### src/rtl/dp_pkg.sv
// Shared definitions for the data-processing operand/result capture stage.
// Default widths, flag bit positions, snapshot layout and skid-buffer states.
package dp_pkg;

    localparam int DP_DATA_W  = 32;
    localparam int DP_NUM_OPS = 3;
    localparam int DP_FLAG_W  = 4;

    localparam int FLAG_N = 3;
    localparam int FLAG_Z = 2;
    localparam int FLAG_C = 1;
    localparam int FLAG_V = 0;

    typedef struct packed {
        logic [DP_NUM_OPS-1:0][DP_DATA_W-1:0] ops;
        logic [DP_DATA_W-1:0]                 f;
        logic [DP_FLAG_W-1:0]                 nzcv;
    } snapshot_t;

    typedef enum logic [1:0] {
        BUF_EMPTY = 2'd0,
        BUF_ONE   = 2'd1,
        BUF_FULL  = 2'd2
    } buf_state_e;

endpackage

### src/rtl/dp_skid_buf.sv
// Generic 2-entry valid/ready queue. in_ready is a flop so the upstream
// never sees a combinational path from out_ready.
module dp_skid_buf
    import dp_pkg::*;
#(
    parameter int W = 8
) (
    input  logic         clk,
    input  logic         rst_n,
    input  logic         in_valid_i,
    output logic         in_ready_o,
    input  logic [W-1:0] in_data_i,
    output logic         out_valid_o,
    input  logic         out_ready_i,
    output logic [W-1:0] out_data_o
);

    buf_state_e        state_q, state_d;
    logic              head_q, head_d;
    logic              tail_q, tail_d;
    logic              in_ready_q, in_ready_d;
    logic [1:0][W-1:0] mem_q;
    logic              push, pop;

    assign push        = in_valid_i && in_ready_q;
    assign pop         = out_valid_o && out_ready_i;
    assign out_valid_o = (state_q != BUF_EMPTY);
    assign out_data_o  = out_valid_o ? mem_q[head_q] : '0;
    assign in_ready_o  = in_ready_q;

    always_comb begin
        state_d = state_q;
        head_d  = head_q ^ pop;
        tail_d  = tail_q ^ push;
        case (state_q)
            BUF_EMPTY: if (push) state_d = BUF_ONE;
            BUF_ONE: begin
                if (push && !pop)      state_d = BUF_FULL;
                else if (pop && !push) state_d = BUF_EMPTY;
            end
            BUF_FULL:  if (pop) state_d = BUF_ONE;
            default:   state_d = BUF_EMPTY;
        endcase
        // Ready for next cycle is decided from where this cycle lands.
        in_ready_d = (state_d != BUF_FULL);
    end

    always_ff @(posedge clk or negedge rst_n) begin
        if (!rst_n) begin
            state_q    <= BUF_EMPTY;
            head_q     <= 1'b0;
            tail_q     <= 1'b0;
            in_ready_q <= 1'b1;
            mem_q      <= '0;
        end else begin
            state_q    <= state_d;
            head_q     <= head_d;
            tail_q     <= tail_d;
            in_ready_q <= in_ready_d;
            if (push) mem_q[tail_q] <= in_data_i;
        end
    end

endmodule

### src/rtl/dp_operand_stage.sv
// Operand/result capture stage: merges selectively loaded operands, result and
// masked flags into a running snapshot and queues each snapshot downstream.
module dp_operand_stage
    import dp_pkg::*;
#(
    parameter int DATA_W  = DP_DATA_W,
    parameter int NUM_OPS = DP_NUM_OPS,
    parameter int FLAG_W  = DP_FLAG_W
) (
    input  logic                      clk,
    input  logic                      rst_n,
    input  logic                      in_valid,
    output logic                      in_ready,
    input  logic [NUM_OPS-1:0]        ld_op,
    input  logic [NUM_OPS*DATA_W-1:0] r_data,
    input  logic                      ld_f,
    input  logic [DATA_W-1:0]         f_new,
    input  logic                      s,
    input  logic [FLAG_W-1:0]         nzcv_mask,
    input  logic [FLAG_W-1:0]         nzcv_new,
    output logic                      out_valid,
    input  logic                      out_ready,
    output logic [NUM_OPS*DATA_W-1:0] ops,
    output logic [DATA_W-1:0]         f,
    output logic [FLAG_W-1:0]         nzcv,
    output logic [FLAG_W-1:0]         nzcv_live
);

    localparam int PAY_W = NUM_OPS*DATA_W + DATA_W + FLAG_W;

    logic [NUM_OPS-1:0][DATA_W-1:0] ops_q, ops_d;
    logic [DATA_W-1:0]              f_q, f_d;
    logic [FLAG_W-1:0]              nzcv_q, nzcv_d;
    logic [FLAG_W-1:0]              flag_wr;
    logic [PAY_W-1:0]               head_data;
    logic                           accept;

    assign accept = in_valid && in_ready;

    for (genvar i = 0; i < NUM_OPS; i++) begin : g_op
        assign ops_d[i] = ld_op[i] ? r_data[i*DATA_W +: DATA_W] : ops_q[i];
    end

    assign f_d     = ld_f ? f_new : f_q;
    // Flags only move when the instruction sets them (S) and the bit is masked in.
    assign flag_wr = {FLAG_W{s}} & nzcv_mask;
    assign nzcv_d  = (nzcv_new & flag_wr) | (nzcv_q & ~flag_wr);

    always_ff @(posedge clk or negedge rst_n) begin
        if (!rst_n) begin
            ops_q  <= '0;
            f_q    <= '0;
            nzcv_q <= '0;
        end else if (accept) begin
            ops_q  <= ops_d;
            f_q    <= f_d;
            nzcv_q <= nzcv_d;
        end
    end

    assign nzcv_live = nzcv_q;

    dp_skid_buf #(.W(PAY_W)) u_buf (
        .clk         (clk),
        .rst_n       (rst_n),
        .in_valid_i  (in_valid),
        .in_ready_o  (in_ready),
        .in_data_i   ({ops_d, f_d, nzcv_d}),
        .out_valid_o (out_valid),
        .out_ready_i (out_ready),
        .out_data_o  (head_data)
    );

    assign {ops, f, nzcv} = head_data;

endmodule
### config.mk
export PLATFORM = sky130hd
export DESIGN_NAME = dp_operand_stage
export DESIGN_NICKNAME = d
export VERILOG_FILES = /design/src/rtl/dp_pkg.sv /design/src/rtl/dp_skid_buf.sv /design/src/rtl/dp_operand_stage.sv
export SDC_FILE = /design/constraint.sdc
export NUM_CORES = 1
export LEC_CHECK = 0
export CORE_ASPECT_RATIO = 0.75
export CORE_MARGIN = 4
export CORE_UTILIZATION = 50
export CTS_BUF_LIST = sky130_fd_sc_hd__clkbuf_4 sky130_fd_sc_hd__clkbuf_8
export CTS_CLUSTER_DIAMETER = 40
export DETAILED_ROUTE_END_ITERATION = 8
export PLACE_DENSITY = 0.8
export SLEW_MARGIN = 20
export SYNTH_ARGS = -nofsm -noshare
export SYNTH_HDL_FRONTEND = slang
export SYNTH_SLANG_ARGS = --single-unit
### constraint.sdc
create_clock -name clk -period 2.3 [get_ports clk]
set_input_delay 0.23 -clock clk [delete_from_list [all_inputs] [get_ports clk]]
set_output_delay 0.23 -clock clk [all_outputs]
set_load 0.05 [all_outputs]
Word level (Yosys, flattened, before mapping)
Index checks and enable logic that the tools add are counted.
- output and inout bits: 138
- bits in registers: 401
- magnitude comparators: 3
- multiplexer cells: 15
- bitwise operators: 7
- equal/unequal tests: 3
- reduce and logical (&&, ||, !) cells: 9
- operators by type and width (cell ; number):
    $mux W132 ; 4
    $bwmux W264 ; 1
    $demux W132 S1 ; 1
    $mux W32 ; 4
    $and A4 B4 Y4 ; 3
    $mux W2 ; 4
    $pmux W2 S3 ; 1
    $logic_and A1 B1 Y1 ; 5
    $lt A1 B2 Y1 const B ; 2
    $not A4 Y4 ; 1
    $or A4 B4 Y4 ; 1
    $eq A2 B1 Y1 const B ; 1
    $eq A2 B2 Y1 const B ; 1
    $logic_not A1 Y1 ; 2
    $logic_not A2 Y1 ; 1
    $ne A2 B2 Y1 const B ; 1
    $reduce_bool A2 Y1 ; 1
    $xor A1 B1 Y1 ; 2
    $ge A1 B1 Y1 const B ; 1

Logic depth before layout (Yosys ltp)
- depth in word-level cells: 7
- mapped depth: 7
- mapped depth without buffers: 4

Cells and area by module
A second synthesis with hierarchy kept.
- cell total of the unflattened synthesis: 1312
- area total of the unflattened synthesis: 19807.7 sq um
- by module, submodules not included (module ; area an instance (sq um) ; instances ; cells an instance ; seq. area each (sq um)):
    dp_skid_buf ; 12737.2 ; 1 ; 873 ; 6732.7
    dp_operand_stage ; 7070.5 ; 1 ; 439 ; 3303.2

Worst setup path after synthesis
Ideal clock, no wire load.
- path kind: register to register
- start: reg u_buf.in_ready_q (netlist: u_buf.in_ready_o)
- end: reg u_buf.mem_q[203] (netlist bit)
- slack: 0.340 ns
- cell stages (with the launch flop): 7
- arrival: 1.823 ns
- library setup time: 0.137 ns
- buffers on the path: 3
- clock period less this slack: 1.960 ns
- cells stage by stage: dfstp_2 -> and2_4 -> buf_8 -> ha_1 -> clkbuf_1 -> clkbuf_1 -> a21oi_1
- longest elaborated chain between the ends: 1
- ends and longest elaborated chain (item ; RTL line ; source):
    from (decl) ; dp_skid_buf.sv:21 ; logic in_ready_q, in_ready_d;
    from (signal assigned) ; dp_skid_buf.sv:59 ; in_ready_q <= in_ready_d;
    $logic_and A1 B1 Y1 ; - ;
    named net accept ; dp_operand_stage.sv:36 ; logic accept;
    to (signal, indexed assignment) ; dp_skid_buf.sv:60 ; if (push) mem_q[tail_q] <= in_data_i;
    to (decl) ; dp_skid_buf.sv:22 ; logic [1:0][W-1:0] mem_q;
The timed path passes the listed nets, and every way through them passes these cells.
A chain may end at the register's enable or synchronous reset.

Final worst setup path
- start: reg u_buf.head_q
- end: out ops[19]
- longest elaborated chain between the ends: 3
- ends and longest elaborated chain (item ; RTL line ; source):
    from (decl) ; dp_skid_buf.sv:19 ; logic head_q, head_d;
    from (signal assigned) ; dp_skid_buf.sv:51 ; head_q <= 1'b0;
    from (signal assigned) ; dp_skid_buf.sv:57 ; head_q <= head_d;
    $mux W132 (implied by the code) (2 in series) ; dp_skid_buf.sv:28 ; assign out_data_o = out_valid_o ? mem_q[head_q] : '0;
    $mux W132 ; dp_skid_buf.sv:28 ;
    to (decl) ; dp_operand_stage.sv:23 ; output logic [NUM_OPS*DATA_W-1:0] ops,
No other way between the ends. The select of a mux whose other input is x is not followed.

==> summary.txt <==
Wire per inst: 18.9 um
Starting Density: 0.510
Clock skew: 13.0 ps
Die area: 0.0387 mm2
Number of global-route vias before repair: 13700
Post-CTS Setup Bufs: 0
CP startpoint kind: flop
Max cap viols: 0
Reg-to-reg critical path startpoint: u_buf.in_ready_o
Core Box Area: 0.0349 mm2
Number of iterations in the first detailed-routing pass: 8
Area grow syn2layout: 31.9%
DRC viols: 0
Place WS: 242 ps
CTS tree: built
Area leader, netlist: dfrtp_1
Post-route ant nets: 0
Crit. End Element: output port
Worst r2r dst: u_buf.mem_q[217]
RSZ-0062 raised after global routing: yes
DR iter-0 viols: 930
Post-Syn Area: 0.0178 mm2
Input/output buffers: 282
Via/cell ratio: 5.49
Yosys reg bits: 401
Filler instances: 2539
Seq/Total Area, Yosys: 0.563
Final hold viol count: 0
Total power: 0.0407 W
Leakage Power: 10.5 nW
CTS root buffer: clkbuf_8
Synth Warn #: 0
Hold slack: 126 ps
Worst Tran Pin Value: 621 ps
DP Wirelength: 29.3 mm
P per Cell Area: 1730 mW/mm2
Multi-input gate area: 0.00723 mm2
Mean Syn Cell Area: 11.1 um2
Pins Over Slew Limit: 0
Critical Path RT: 2070 ps
Final wirelength: 45.1 mm
Crit-path cells: bufbuf_16, mux2i_1, nor2_1, buf_4
CP arrival: 2030 ps
Slew HR: 0.586
Layout Nets: 2019
Core Util, Final: 0.673
Clk_lat worst skew: 590 ps
Worst Setup SP: u_buf.head_q
Top-area cell type share of the netlist area: 0.562
Clk buf depth: 3
Most common cell after layout, fill and taps aside: dfrtp_1
Depth of the worst register-to-register path: 5
Final min period: 2260 ps
Area contributors post-synth: dfrtp_1 (56%), mux2i_1 (15%), nor2_1 (8.4%), mux2_2 (8.0%), a21oi_1 (7.4%)
Synthesized netlist cell count: 1603
Gr ovfl total: 0
Cell area after layout: 0.0235 mm2
Htree depth: 3
CP Class: flop to output port
Sequential cell area: 0.0100 mm2
Period utilization: 0.982
Status: complete, no violations
Die Height: 171 um
Worst setup margin: 40.7 ps
Share of cells above drive strength 1: 0.236
Max VDD drop: 0.00158 V
Top delay family on crit path: buffers and inverters
Net count after synthesis: 1750
Worst path bufs/invs: 2
CTS clk-pin slew, worst paths: 60 ps
Die width: 226 um
GRT Total Usage: 0.233
Critical path's largest stage delay: 510 ps
Clk sinks: 401
First-pass GRT wire length: 72.0 mm
Initial antenna violation count: 7
Critical-path top delay cell: dfrtp_4
Num rows: 59
Final setup vio count: 0
Crit path max fanout: 30
Critical Path End: ops[19]
DP Area: 0.0219 mm2
Total number of vias: 13100
Max Clk Rate: 443 MHz
Most frequent cells in the layout: dfrtp_1 (399), nor2_1 (376), a21oi_1 (265)
Largest net degree at the start of global routing: 104
FF-to-FF setup slack: 440 ps
Unique cell type count in the Yosys netlist: 25
Number of buffers created by CTS: 67
Hold Crit Class: input port to async pin
CP Depth: 4
Io pins: 283
RePlAce Congestion: 0.800
-- state kept, by name, summed over array words and instances, names as in the netlist --
register and cells:
u_buf.head_q 1, u_buf.state_q 2, u_buf.tail_q 1, nzcv_live 4
f_q 32, u_buf.in_ready_o 1, ops_q 96, u_buf.mem_q 264
-- stage by stage --
step	setup TNS, ps	instances
floorplan	0	1603
global placement	0	2258
detailed placement	0	2258
CTS	-120	2377
global route	-2040	2384
finish	0	2384
-- report_power, final --
| group | total, W | leakage, nW | internal [W] | switching [W] |
|---|---|---|---|---|
| registers | 0.0116 | 4.51 | 0.0100 | 0.00157 |
| clock network | 0.00674 | 0.762 | 0.00389 | 0.00286 |
| logic | 0.0223 | 5.23 | 0.00918 | 0.0132 |
-- layout make-up --
| class | instances | area share |
|---|---|---|
| clock buffer | 104 | 0.0561 |
| tap | 457 | 0.0243 |
| antenna | 7 | 0.000746 |
| multi-input combinational | 1081 | 0.308 |
| inverter | 4 | 0.000639 |
| sequential | 401 | 0.427 |
| timing repair buffer | 317 | 0.178 |
| clock inverter | 13 | 0.00570 |
-- kinds of logic after synthesis --
| family | Yosys count | share of synthesized area |
|---|---|---|
| buffers and inverters | 121 | 0.0365 |
| AOI/OAI and AO/OA | 267 | 0.0752 |
| xor gates and xnor gates | 2 | 0.000983 |
| DFF | 401 | 0.563 |
| and+or+nand+nor | 414 | 0.0895 |
| muxes | 396 | 0.233 |
| adders and majority gates | 2 | 0.00140 |
-- cells in the mapped netlist --
cell        n
a21o_1      1
a21oi_1   265
and2_4      1
buf_1      22
buf_2      24
buf_4      23
buf_6       9
buf_8       1
clkbuf_1   38
dfrtp_1   400
dfstp_2     1
ha_1        2
inv_1       4
mux2_2    126
mux2_4      6
mux2i_1   264
nand2_1     6
nand2_4     3
nand2b_1    1
nand3_1     4
nand3b_1    1
nor2_1    397
nor2b_1     1
o22ai_1     1
xnor2_1     2
-- metal layers --
layer | part of all wire | GRT usage | vias to the layer above
met5 | 0.00029 | 0 | -
li1 | - | - | 6028
met1 | 0.43 | 0.311 | 6578
met3 | 0.053 | 0.0488 | 87
met2 | 0.49 | 0.375 | 397
met4 | 0.030 | 0.0987 | 2
-- timing repair --
item                                   in CTS  in global routing
resized for setup                           7                 23
setup endpoints to repair                  40                 63
gates cloned                                1                  0
endpoints found under the hold margin     249                  0
hold buffers                                1                  0
pin swaps                                   0                  2
-- worst min-delay path by stage --
stage | start | endpoint | slack, ps | cells past startpoint
floorplan | rst_n | f_q[0] | -70 | 0
global placement | rst_n | f_q[15] | 160 | 1
detailed placement | rst_n | u_buf.mem_q[19] | 170 | 1
CTS | rst_n | u_buf.mem_q[19] | 110 | 2
global route | rst_n | u_buf.mem_q[19] | 120 | 2
finish | rst_n | u_buf.mem_q[19] | 130 | 2
No activity file was read; power rests on OpenSTA's default activity.
